==> src/rtl/ram_access_arbiter.sv <==
// ram_access_arbiter
//   Round-robin arbiter and sequencer that shares the single-port command RAM
//   between NREQ requesters. A granted transaction is serialised into two RAM
//   command words (address word, gap cycle, data/read word); reads then wait
//   for ram_tx_valid. Completion is reported with a one-cycle done pulse.
//
//   Optional feature macro: RAM_ARB_TIMEOUT_EN
//     defined     : WAIT_RD gives up after TIMEOUT_CYCLES, done with err=1, rdata=0
//     not defined : WAIT_RD waits indefinitely, err is tied low
//
// Ports
//   clk, rst_n      clock, asynchronous active-low reset
//   req             per-requester request, held until gnt
//   req_we          1 = write, 0 = read
//   req_addr        packed addresses, requester i at [ADDR_W*i +: ADDR_W]
//   req_wdata       packed write data, same packing
//   gnt             one-hot pulse: request accepted, fields sampled
//   done            one-hot pulse: transaction complete
//   rdata           read data, valid with done, held until the next read
//   err             read timeout flag, valid with done
//   busy            high whenever the sequencer is not idle
//   ram_din         RAM command word {opcode[1:0], payload}
//   ram_rx_valid    RAM command word strobe
//   ram_dout        RAM read data
//   ram_tx_valid    RAM read data valid
module ram_access_arbiter #(
    parameter int unsigned NREQ           = 2,
    parameter int unsigned ADDR_W         = 8,
    parameter int unsigned TIMEOUT_CYCLES = 16
) (
    input  logic                     clk,
    input  logic                     rst_n,
    input  logic [NREQ-1:0]          req,
    input  logic [NREQ-1:0]          req_we,
    input  logic [NREQ*ADDR_W-1:0]   req_addr,
    input  logic [NREQ*ADDR_W-1:0]   req_wdata,
    output logic [NREQ-1:0]          gnt,
    output logic [NREQ-1:0]          done,
    output logic [ADDR_W-1:0]        rdata,
    output logic                     err,
    output logic                     busy,
    output logic [ADDR_W+1:0]        ram_din,
    output logic                     ram_rx_valid,
    input  logic [ADDR_W-1:0]        ram_dout,
    input  logic                     ram_tx_valid
);

    localparam int unsigned IDX_W = (NREQ > 1) ? $clog2(NREQ) : 1;

    // RAM command opcodes
    localparam logic [1:0] OP_WR_ADDR = 2'b00;
    localparam logic [1:0] OP_WR_DATA = 2'b01;
    localparam logic [1:0] OP_RD_ADDR = 2'b10;
    localparam logic [1:0] OP_RD_CMD  = 2'b11;

    localparam logic [2:0] S_IDLE    = 3'd0;
    localparam logic [2:0] S_ADDR    = 3'd1;
    localparam logic [2:0] S_GAP     = 3'd2;
    localparam logic [2:0] S_DATA    = 3'd3;
    localparam logic [2:0] S_WAIT_RD = 3'd4;
    localparam logic [2:0] S_DONE    = 3'd5;

    // Elaboration-time guard against unsupported configurations
    if (NREQ < 2 || NREQ > 8 || ADDR_W != 8 || TIMEOUT_CYCLES < 1) begin : g_param_check
        $error("ram_access_arbiter: unsupported parameter set");
    end

    typedef struct packed {
        logic              we;
        logic [IDX_W-1:0]  idx;
        logic [ADDR_W-1:0] addr;
        logic [ADDR_W-1:0] wdata;
    } txn_t;

    logic [2:0]        state, state_nxt;
    logic [IDX_W-1:0]  rr_ptr, rr_nxt;
    txn_t              txn_q, txn_nxt;
    logic [NREQ-1:0]   gnt_nxt, done_nxt;
    logic [ADDR_W-1:0] rdata_nxt;
    logic [ADDR_W+1:0] din_nxt;
    logic              rx_nxt;
    logic              busy_nxt;

    logic              arb_found;
    logic [IDX_W-1:0]  arb_idx;
    logic [IDX_W-1:0]  cand;

    logic [ADDR_W-1:0] addr_arr  [NREQ];
    logic [ADDR_W-1:0] wdata_arr [NREQ];

`ifdef RAM_ARB_TIMEOUT_EN
    localparam int unsigned TO_W = $clog2(TIMEOUT_CYCLES + 1);
    logic [TO_W-1:0]   to_cnt, to_cnt_nxt;
    logic              err_nxt;
`else
    assign err = 1'b0;
`endif

    // Unpack the per-requester address and data buses
    for (genvar g = 0; g < NREQ; g++) begin : g_unpack
        assign addr_arr[g]  = req_addr[g*ADDR_W +: ADDR_W];
        assign wdata_arr[g] = req_wdata[g*ADDR_W +: ADDR_W];
    end

    // Round-robin pick: first set req bit after rr_ptr, wrapping around
    always_comb begin
        arb_found = 1'b0;
        arb_idx   = '0;
        cand      = '0;
        for (int unsigned k = 1; k <= NREQ; k++) begin
            cand = IDX_W'((32'(rr_ptr) + k) % NREQ);
            if (!arb_found && req[cand]) begin
                arb_found = 1'b1;
                arb_idx   = cand;
            end
        end
    end

    // Next-state and next-output logic; outputs describe the current state's action
    always_comb begin
        state_nxt = state;
        rr_nxt    = rr_ptr;
        txn_nxt   = txn_q;
        gnt_nxt   = '0;
        done_nxt  = '0;
        rdata_nxt = rdata;
        din_nxt   = ram_din;
        rx_nxt    = 1'b0;
`ifdef RAM_ARB_TIMEOUT_EN
        err_nxt    = err;
        to_cnt_nxt = to_cnt;
`endif
        case (state)
            S_IDLE: begin
                if (arb_found) begin
                    gnt_nxt       = NREQ'(1) << arb_idx;
                    txn_nxt.we    = req_we[arb_idx];
                    txn_nxt.idx   = arb_idx;
                    txn_nxt.addr  = addr_arr[arb_idx];
                    txn_nxt.wdata = wdata_arr[arb_idx];
                    rr_nxt        = arb_idx;
                    state_nxt     = S_ADDR;
`ifdef RAM_ARB_TIMEOUT_EN
                    err_nxt       = 1'b0;
`endif
                end
            end
            S_ADDR: begin
                rx_nxt    = 1'b1;
                din_nxt   = txn_q.we ? {OP_WR_ADDR, txn_q.addr} : {OP_RD_ADDR, txn_q.addr};
                state_nxt = S_GAP;
            end
            S_GAP: begin
                // Keeps ram_rx_valid from being high on back-to-back cycles
                state_nxt = S_DATA;
            end
            S_DATA: begin
                rx_nxt = 1'b1;
                if (txn_q.we) begin
                    din_nxt   = {OP_WR_DATA, txn_q.wdata};
                    state_nxt = S_DONE;
                end else begin
                    din_nxt   = {OP_RD_CMD, ADDR_W'(0)};
                    state_nxt = S_WAIT_RD;
                end
`ifdef RAM_ARB_TIMEOUT_EN
                to_cnt_nxt = '0;
`endif
            end
            S_WAIT_RD: begin
                if (ram_tx_valid) begin
                    rdata_nxt = ram_dout;
                    state_nxt = S_DONE;
`ifdef RAM_ARB_TIMEOUT_EN
                    err_nxt   = 1'b0;
                end else if (to_cnt == TO_W'(TIMEOUT_CYCLES - 1)) begin
                    rdata_nxt = '0;
                    err_nxt   = 1'b1;
                    state_nxt = S_DONE;
                end else begin
                    to_cnt_nxt = to_cnt + TO_W'(1);
`endif
                end
            end
            S_DONE: begin
                done_nxt  = NREQ'(1) << txn_q.idx;
                state_nxt = S_IDLE;
            end
            default: begin
                state_nxt = S_IDLE;
            end
        endcase
        busy_nxt = (state_nxt != S_IDLE);
    end

    // State and registered outputs
    always_ff @(posedge clk or negedge rst_n) begin
        if (!rst_n) begin
            state        <= S_IDLE;
            rr_ptr       <= IDX_W'(NREQ - 1);
            txn_q        <= '0;
            gnt          <= '0;
            done         <= '0;
            rdata        <= '0;
            busy         <= 1'b0;
            ram_din      <= '0;
            ram_rx_valid <= 1'b0;
`ifdef RAM_ARB_TIMEOUT_EN
            err          <= 1'b0;
            to_cnt       <= '0;
`endif
        end else begin
            state        <= state_nxt;
            rr_ptr       <= rr_nxt;
            txn_q        <= txn_nxt;
            gnt          <= gnt_nxt;
            done         <= done_nxt;
            rdata        <= rdata_nxt;
            busy         <= busy_nxt;
            ram_din      <= din_nxt;
            ram_rx_valid <= rx_nxt;
`ifdef RAM_ARB_TIMEOUT_EN
            err          <= err_nxt;
            to_cnt       <= to_cnt_nxt;
`endif
        end
    end

endmodule

==> config.mk <==
export PLATFORM = sky130hd
export DESIGN_NAME = ram_access_arbiter
export DESIGN_NICKNAME = d
export VERILOG_FILES = /design/src/rtl/ram_access_arbiter.sv
export SDC_FILE = /design/constraint.sdc
export NUM_CORES = 1
export LEC_CHECK = 0
export ABC_AREA = 0
export BUFFER_PORTS_ARGS = -buffer_cell sky130_fd_sc_hd__buf_2
export CORE_ASPECT_RATIO = 0.75
export CORE_MARGIN = 1
export CORE_UTILIZATION = 45
export CTS_BUF_LIST = sky130_fd_sc_hd__clkbuf_8
export DETAILED_ROUTE_END_ITERATION = 10
export PLACE_DENSITY = 0.73
export SYNTH_ARGS = -nofsm -noshare
export SYNTH_HDL_FRONTEND = slang
export SYNTH_SLANG_ARGS = --single-unit
export TNS_END_PERCENT = 100
==> constraint.sdc <==
create_clock -name clk -period 2.4 [get_ports clk]
set_clock_uncertainty 0.1 [all_clocks]
set_input_delay 0.48 -clock clk [delete_from_list [all_inputs] [get_ports clk]]
set_output_delay 0.48 -clock clk [all_outputs]
set_load 0.02 [all_outputs]
==> results of run 1 <==
[metrics by stage]
step,std cells,power (µW)
6_report,303,3480
5_1_grt,303,3720
4_1_cts,303,3500
3_5_place_dp,295,2800
3_3_place_gp,295,2750
2_1_floorplan,181,2450
[area by class of cell]
cell class	count	area [µm²]	area share, %
tap	55	68.8	2.71
sequential	46	1150	45.4
inverter	4	15.0	0.591
multi-input combinational	115	773	30.4
clock inverter	2	60.1	2.36
timing repair buffer	75	388	15.3
clock buffer	6	82.6	3.25
[registers in the layout, summed over array words and instances, names as in the netlist]
signal,flops
txn_q,18
state,3
rr_ptr,1
gnt,2
ram_rx_valid,1
ram_din,10
rdata,8
done,2
busy,1
[logic make-up after synthesis]
group / count (synthesis)
AO/OA/AOI/OAI: 34
multiplexers: 8
flip-flops: 46
other: 1
AND/OR/NAND/NOR: 71
XOR/XNOR: 1
buffers and inverters: 20
[worst max-delay path: cells and delay by family, from the launching register on]
family | cells | cell delay [ns]
AO/OA/AOI/OAI | 1 | 0.26
flip-flops | 1 | 0.47
AND/OR/NAND/NOR | 2 | 1.00
[power by group through the flow]
| stage | clock network, µW | logic, µW | registers, µW |
|---|---|---|---|
| global placement | 0 | 1360 | 1390 |
| finish | 698 | 1390 | 1390 |
| floorplan | 0 | 913 | 1540 |
| detailed placement | 0 | 1400 | 1400 |
| global route | 738 | 1540 | 1440 |
| CTS | 706 | 1400 | 1390 |
[cell usage after synthesis]
cell type / n
buf_12: 1
dfrtp_1: 45
and4bb_2: 1
nor4b_1: 1
buf_4: 3
clkinv_1: 1
buf_2: 5
a21oi_1: 1
or2b_1: 2
o21ai_2: 1
inv_1: 3
a221o_1: 17
o21ai_0: 5
and2_1: 1
nor3_2: 9
mux2_2: 8
nand3b_1: 1
nand2_1: 24
buf_6: 3
nor3_1: 9
nor2_1: 17
conb_1: 1
nor2b_1: 1
and3_1: 2
dfstp_2: 1
o21a_1: 2
or3_1: 2
a221oi_1: 7
clkbuf_1: 4
a31oi_1: 1
xnor2_1: 1
and4_1: 1
[final timing paths]
kind	to	start	depth (start not counted)	slack [ns]
min in group clk	rdata[7]$_DFFE_PN0P_	ram_dout[7]	2	0.31
max reg2reg	txn_q[9]$_DFFE_PN0P_	state[2]$_DFF_PN0_	3	0.49
min	state[1]$_DFF_PN0_	rst_n	1	0.02
min reg2reg	done[0]$_DFF_PN0_	txn_q[16]$_DFFE_PN0P_	1	0.36
max	txn_q[9]$_DFFE_PN0P_	state[2]$_DFF_PN0_	3	0.49
max in group asynchronous	rr_ptr$_DFFE_PN1P_	rst_n	2	1.55
[metal layers]
metal / part of all wire, % / vias up / GRT usage, %
met1: 48 / 747 / 33.1
met5: 0 / - / 0
met3: 10 / 4 / 6.02
met2: 41 / 79 / 27.7
met4: 0.58 / 0 / 6.89
li1: - / 776 / -
==> metrics.txt, run 1 <==
setup bufs post-CTS 0; slowest stage delay, CP between 0.6 and 0.7 ns; gpl congestion around 0.84; crit end category flop; Seq/Total Area, Yosys 56.0%; commonest non-fill, non-tap cells in the layout buf_2 (70), dfrtp_1 (45), nand2_1 (24); max-cap viol count 0; simple-gate share of the synthesized area roughly 18%; number of synthesized register bits between 40 and 50; vias in the first global route 1479; grt ovf 0; Nets between 200 and 300; Resized Gates After CTS 0; diode count 0; synthesized area around 2000 µm²; Hold Slack 0.0226 ns; HPWL after DPL about 3400 µm; Post-Place Setup Slack between 0.4 and 0.5 ns; Root Driver clkbuf_8; Fin. Hold Viols 0; combinational fraction of design power between 40% and 50%; Synth Area in Adders 0%; most common cell after layout, fill and taps aside buf_2; Mapped Cells roughly 180; largest family of logic cells by synthesized area simple AND/OR/NAND/NOR gates; Die Wd ~80 µm; CTS tree yes; number of I/O pins 72; Flop pwr share 39.9%; Global Route Usage Sum roughly a fifth; worst skew pair latency ~0.3 ns; largest net degree at the start of global routing 22; hold crit path type primary input to async pin; htree depth 2; fin crit share a little under 80%; Pwr Density ~1400 nW/µm²; CTS Hold Bufs 0; Crit Path Category flop to flop; Post-Synth XOR/XNOR Area 0.426%; share of layout cells above drive strength 1 between 40% and 50%; top post-synthesis cells by area dfrtp_1 (55%), a221o_1 (8.3%), nor3_2 (4.4%); Synth cell types 32; die area 4850 µm²; post-synthesis compound-gate area fraction between 10 and 15%; clk sinks between 40 and 50; final worst path period need about 1.9 ns; fillers about 370; Detailed Routing Iterations Pass 1 4; dpl cell area 2400 µm²; Syn. warnings 0; Clk pin slew, worst setup/hold paths around 0.09 ns; status complete, no violations; final setup margin 0.493 ns; fin area about 2500 µm²; critical path, cell by cell nor3_2, and3_1, a221o_1; sw frac 37.7%; Worst path slowest cell and3_1; First DRT Iteration DRCs around 160; Post-DRT Antenna Nets 0; Max Transition Viols Final 0; Pleak roughly 0.0012 µW; detailed-route via count ~1600; DRC viols 0; worst-case clock buffer depth 2; Worst setup SP type flop; Die H 60.6 µm; Synth area leader dfrtp_1; Internal Dissipation between 2000 and 2500 µW; CP Max Fanout 18; Final Util 60.4%; Initial Util 48.9%; Post-Syn Nets around 230; WL/cell between 15 and 20 µm; vias per std cell around 5.3; mux share of post-synthesis cell area about 4.4%; Worst Max-Slew Pin Slew about 0.73 ns; IO buf count 70; top cell type's share of synthesized area between 50% and 60%; Worst slew margin around half; first-pass GRT wire length between 7000 and 8000 µm; Switch Pwr 1310 µW; Clock power frac between 20% and 30%; f_max 524 MHz; DRT Wirelength approximately 4700 µm; initial antenna violation count 0; Worst Path Required approximately 2.5 ns; final number of setup-violating endpoints 0; RSZ-0062 raised after global routing no; Layout area overhead 23.5%; CTS Buf Count 5; Crit path arrival time ~2.1 ns; Placeable Area roughly 4200 µm²; Final TNS setup 0 ns; num rows 20; Syn Area/Cell about 11 µm²; VDD IR max between 0.0006 and 0.0007 V
No activity file was read; power rests on OpenSTA's default activity.
==> run 2, diff against run 1 <==
--- a/config.mk
+++ b/config.mk
@@ -12,7 +12,7 @@
 export CORE_UTILIZATION = 45
 export CTS_BUF_LIST = sky130_fd_sc_hd__clkbuf_8
 export DETAILED_ROUTE_END_ITERATION = 10
-export PLACE_DENSITY = 0.73
+export PLACE_DENSITY = 0.76
 export SYNTH_ARGS = -nofsm -noshare
 export SYNTH_HDL_FRONTEND = slang
 export SYNTH_SLANG_ARGS = --single-unit
==> constraint.sdc (replaced) <==
create_clock -name clk -period 1.56 [get_ports clk]
set_clock_uncertainty 0.1 [all_clocks]
set_input_delay 0.312 -clock clk [delete_from_list [all_inputs] [get_ports clk]]
set_output_delay 0.312 -clock clk [all_outputs]
set_load 0.02 [all_outputs]
==> run 2 against run 1 <==
  * Fmax up 26%
  * Clock-buffer cell count unchanged
  * Global-route usage up 0.40 points
  * Non-clock buffer count up 12
  * First-iteration DRC count down 46%
  * Highest routed layer unchanged
  * Via count up 5.4%
  * Register-to-register slack worse by 0.45 ns
  * Largest power group is now combinational logic
==> metrics.txt, run 2 (same netlist as run 1, synthesis figures left out) <==
final setup margin 0.0429 ns; Pwr Density about 2000 nW/µm²; IO buf count 70; Worst setup SP type flop; fin crit share between 90 and 100%; CP Max Fanout 5; DRT Wirelength around 4800 µm; htree depth 2; Placeable Area about 4200 µm²; diode count 0; share of layout cells above drive strength 1 49.2%; final worst path period need between 1.5 and 2 ns; status complete, no violations; Initial Util approximately half; Die Wd about 80 µm; hold crit path type primary input to flop; Cell Count, Final, Fillers Out roughly 320; First DRT Iteration DRCs between 80 and 90; detailed-route via count between 1500 and 2000; largest net degree at the start of global routing 31; most common cell after layout, fill and taps aside buf_2; Post-Place Setup Slack -0.0550 ns; Crit Path Category flop to flop; vias in the first global route between 1500 and 2000; Crit path arrival time ~1.6 ns; Biggest register txn_q; grt ovf 0; Post-DRT Antenna Nets 0; max reg flops 18; commonest non-fill, non-tap cells in the layout buf_2 (70), dfrtp_1 (42), nand2_1 (24); num rows 20; fillers between 300 and 400; Storage cell area between 1000 and 1500 µm²; worst-case clock buffer depth 2; number of I/O pins 72; HPWL after DPL approximately 3400 µm; Die H between 60 and 70 µm; final number of setup-violating endpoints 0; die area around 4800 µm²; CTS tree yes; f_max 659 MHz; WL/cell 15.3 µm; DRC viols 0; gpl congestion 0.783; Global Route Usage Sum between 20% and 30%; area of the multi-input gates slightly below 900 µm²; initial antenna violation count 0; Root Driver clkbuf_8; Pleak approximately 0.0013 µW; registers with the most flip-flops txn_q (18), ram_din (10), rdata (8); first-pass GRT wire length approximately 7500 µm; clk sinks 46; max-cap viol count 0; worst skew pair latency approximately 0.3 ns; Inst Count DP 302; Detailed Routing Iterations Pass 1 4; crit end category flop; Fin. Hold Viols 0; vias per std cell between 5 and 6; Worst Path Required around 1.7 ns; RSZ-0062 raised after global routing yes; Nets 308; CTS Buf Count 5; VDD IR max around 0.0011 V; Layout area overhead 31.6%; Max Transition Viols Final 0; Clk pin slew, worst setup/hold paths about 0.08 ns
run 2: cell types whose count changed in the layout (fill, tap and decap cells not counted), sizes merged:
cell,delta
buf,+11
bufinv,-2
o21ai,+2
clkinv,+1
dlygate4sd3,+1
inv,+1
run 2: cell type report:
class,instances,area share (%)
Clock buffer,6,3.05
Clock inverter,2,0.323
Inverter,4,0.601
Multi-Input combinational cell,117,32.1
Sequential cell,46,42.7
Tap cell,55,2.54
Timing Repair Buffer,87,18.7
run 2: worst paths after layout:
check                      slack, ns             startpoint  cells past startpoint                    end
min in group asynchronous       0.36                  rst_n                      2      done[0]$_DFF_PN0_
max reg2reg                     0.04     state[2]$_DFF_PN0_                      4   txn_q[4]$_DFFE_PN0P_
max in group asynchronous       0.50                  rst_n                      3     state[1]$_DFF_PN0_
max                             0.04     state[2]$_DFF_PN0_                      4   txn_q[4]$_DFFE_PN0P_
min                             0.13              req_we[1]                      2  txn_q[17]$_DFFE_PN0P_
min reg2reg                     0.38  txn_q[16]$_DFFE_PN0P_                      1      done[0]$_DFF_PN0_
run 2: where the power goes:
part           internal (µW)  switching, µW
Clock                    351            387
Combinational           1180           1420
Sequential              1770            368
run 2: routing by layer:
| metal | share of wire [%] | vias to the layer above | routed length (µm) | GRT usage [%] |
|---|---|---|---|---|
| met5 | 0 | - | 0 | 0 |
| met4 | 1.0 | 0 | 50 | 11.5 |
| met3 | 7.6 | 5 | 369 | 4.06 |
| met2 | 43 | 79 | 2090 | 31.1 |
| met1 | 48 | 795 | 2330 | 31.1 |
| li1 | - | 814 | - | - |
run 2: worst max-delay path, cell delays in order (launching register included):
cell	delay [ns]
dfrtp_2	0.44
nor3_4	0.22
buf_4	0.17
o21ai_2	0.11
a221o_1	0.36
run 2: per-stage QoR:
step | area (µm²) | hold WS [ns] | util (%) | TNS, ns | power (µW)
finish | 2710 | 0.131 | 64.4 | 0 | 5480
detailed placement | 2480 | 0.166 | 59.0 | -0.931 | 4470
global route | 2710 | 0.129 | 64.4 | -0.0936 | 5840
floorplan | 2060 | -0.0836 | - | 0 | 3800
CTS | 2600 | 0.127 | 61.8 | -0.0339 | 5240
global placement | 2480 | 0.161 | 59.0 | 0 | 4390
run 2: what timing repair did:
action                                 4_1_cts  5_1_grt
setup buffers                                0        4
endpoints found under the hold margin       15        0
resized for setup                            4       13
hold buffers                                 1        0
cloned                                       0        2
setup endpoints to repair                   26       38
pin swaps                                    0        1
==> run 3, diff against run 2 <==
--- a/config.mk
+++ b/config.mk
@@ -13,6 +13,8 @@
 export CTS_BUF_LIST = sky130_fd_sc_hd__clkbuf_8
 export DETAILED_ROUTE_END_ITERATION = 10
 export PLACE_DENSITY = 0.76
+export RECOVER_POWER = 50
+export SLEW_MARGIN = 25
 export SYNTH_ARGS = -nofsm -noshare
 export SYNTH_HDL_FRONTEND = slang
 export SYNTH_SLANG_ARGS = --single-unit
==> run 3 against run 2 <==
  * Clock-buffer cell count did not move
  * Cell count did not move
  * Combinational power barely moved
  * Highest routed layer unchanged
  * Total power barely moved
  * Hold slack barely moved
  * Setup slack barely moved
  * Register-to-register slack barely moved
  * Via count did not move
  * Sequential share of layout area did not move
  * Sequential cell count did not move
  * Non-clock buffer count did not move
  * Routed wire length barely moved
==> metrics.txt, run 3 (same netlist as run 1, synthesis figures left out) <==
status complete, no violations; detailed-route via count roughly 1700; worst skew pair latency about 0.30 ns; Biggest register txn_q; Die H around 60 µm; f_max roughly 660 MHz; final worst path period need around 1.5 ns; worst-case clock buffer depth 2; share of layout cells above drive strength 1 about half; Cell Count, Final, Fillers Out 317; Inst Count DP between 300 and 400; Crit Path Category flop to flop; vias in the first global route between 1500 and 2000; Die Wd between 80 and 90 µm; hold crit path type primary input to flop; Pleak approximately 0.0013 µW; R2R Path Start state[2]$_DFF_PN0_; VDD IR max between 0.001 and 0.0015 V; gpl congestion between 0.7 and 0.8; Nets 308; Post-Place Setup Slack -0.0550 ns; Placeable Area between 4000 and 5000 µm²; CTS tree yes; diode count 0; Detailed Routing Iterations Pass 1 4; r2r setup slk roughly 0.043 ns; grt ovf 0; die area roughly 4800 µm²; DRC viols 0; Max Transition Viols Final 0; crit path launch state[2]$_DFF_PN0_; GRT Max-Usage Layer met2; num rows 20; largest net degree at the start of global routing 31; R2R cell count 4; htree depth 2; worst setup path end txn_q[4]$_DFFE_PN0P_; RSZ-0062 raised after global routing yes; Post-DRT Antenna Nets 0; max-cap viol count 0; final setup margin 0.0430 ns; crit end category flop; Layout area overhead 31.6%; Fin. Hold Viols 0; Initial Util between 40% and 50%; first-pass GRT wire length 7490 µm; met3 global-route usage under 10%; met1 Use GR between 30% and 40%; met2 Resource Use GR between 30% and 40%; reg2reg end txn_q[4]$_DFFE_PN0P_; most common cell after layout, fill and taps aside buf_2; Pwr Density about 2000 nW/µm²; final number of setup-violating endpoints 0; initial antenna violation count 0; First DRT Iteration DRCs between 80 and 90; Clk pin slew, worst setup/hold paths roughly 0.080 ns; fillers 358; max reg flops 18; Worst setup SP type flop; Root Driver clkbuf_8; number of I/O pins between 70 and 80; DRT Wirelength 4840 µm; vias per std cell approximately 5.3; commonest non-fill, non-tap cells in the layout buf_2 (69), dfrtp_1 (42), nand2_1 (24); CTS Buf Count 5; Crit path arrival time about 1.6 ns; Global Route Usage Sum between 20 and 25%; fin crit share 97.2%; WL/cell between 15 and 20 µm; CP Max Fanout 5; HPWL after DPL 3380 µm; registers with the most flip-flops txn_q (18), ram_din (10), rdata (8); IO buf count 70; clk sinks 46; Worst Path Required between 1.5 and 2 ns
[run 3: cell types whose count changed in the layout (fill, tap and decap cells not counted), sizes merged]
cell / delta
buf: -1
clkbuf: +1
[run 3: critical path: stages (launching register included)]
cell and delay (ns):
dfrtp_2 0.44, nor3_4 0.22, buf_4 0.17, o21ai_2 0.11
a221o_1 0.36
[run 3: layer usage]
metal | wire length, µm | vias to the layer above | part of all wire [%]
met3 | 369 | 5 | 7.6
met2 | 2090 | 79 | 43
met1 | 2330 | 795 | 48
met5 | 0 | - | 0
met4 | 50 | 0 | 1.0
li1 | - | 814 | -
[run 3: final cells by class]
| type | instances | area (µm²) | share of cell area [%] |
|---|---|---|---|
| clock inverter | 2 | 8.76 | 0.323 |
| multi-input combinational | 117 | 870 | 32.1 |
| clock buffer | 6 | 82.6 | 3.05 |
| tap | 55 | 68.8 | 2.54 |
| inverter | 4 | 16.3 | 0.601 |
| sequential | 46 | 1160 | 42.7 |
| timing repair buffer | 87 | 505 | 18.7 |
[run 3: per-stage QoR]
step	util, %	TNS, ns	cell area, µm²	total power (µW)	hold WS (ns)
after floorplan	-	0	2060	3800	-0.0836
after global placement	59.0	0	2480	4390	0.161
final	64.4	0	2710	5480	0.131
after CTS	61.8	-0.0339	2600	5240	0.127
after detailed placement	59.0	-0.931	2480	4470	0.166
after global routing	64.4	-0.0936	2710	5840	0.129
[run 3: worst min path at each step]
stage / start / end / cells after the start
detailed placement: rst_n / done[0]$_DFF_PN0_ / 1
global route: req_wdata[9] / txn_q[1]$_DFFE_PN0P_ / 2
CTS: req_we[1] / txn_q[17]$_DFFE_PN0P_ / 2
global placement: rst_n / gnt[0]$_DFF_PN0_ / 1
floorplan: rst_n / busy$_DFF_PN0_ / 0
finish: req_we[1] / txn_q[17]$_DFFE_PN0P_ / 2
[run 3: timing repair]
item / in CTS / in global routing
buffers inserted: 0 / 4
hold buffers: 1 / 0
endpoints found under the setup margin: 26 / 38
pin swaps: 0 / 1
resized for setup: 4 / 13
endpoints found under the hold margin: 15 / 0
gates cloned: 0 / 2
[run 3: power breakdown]
part,internal (µW),switching [µW]
Clock,351,387
Sequential,1770,368
Combinational,1180,1420
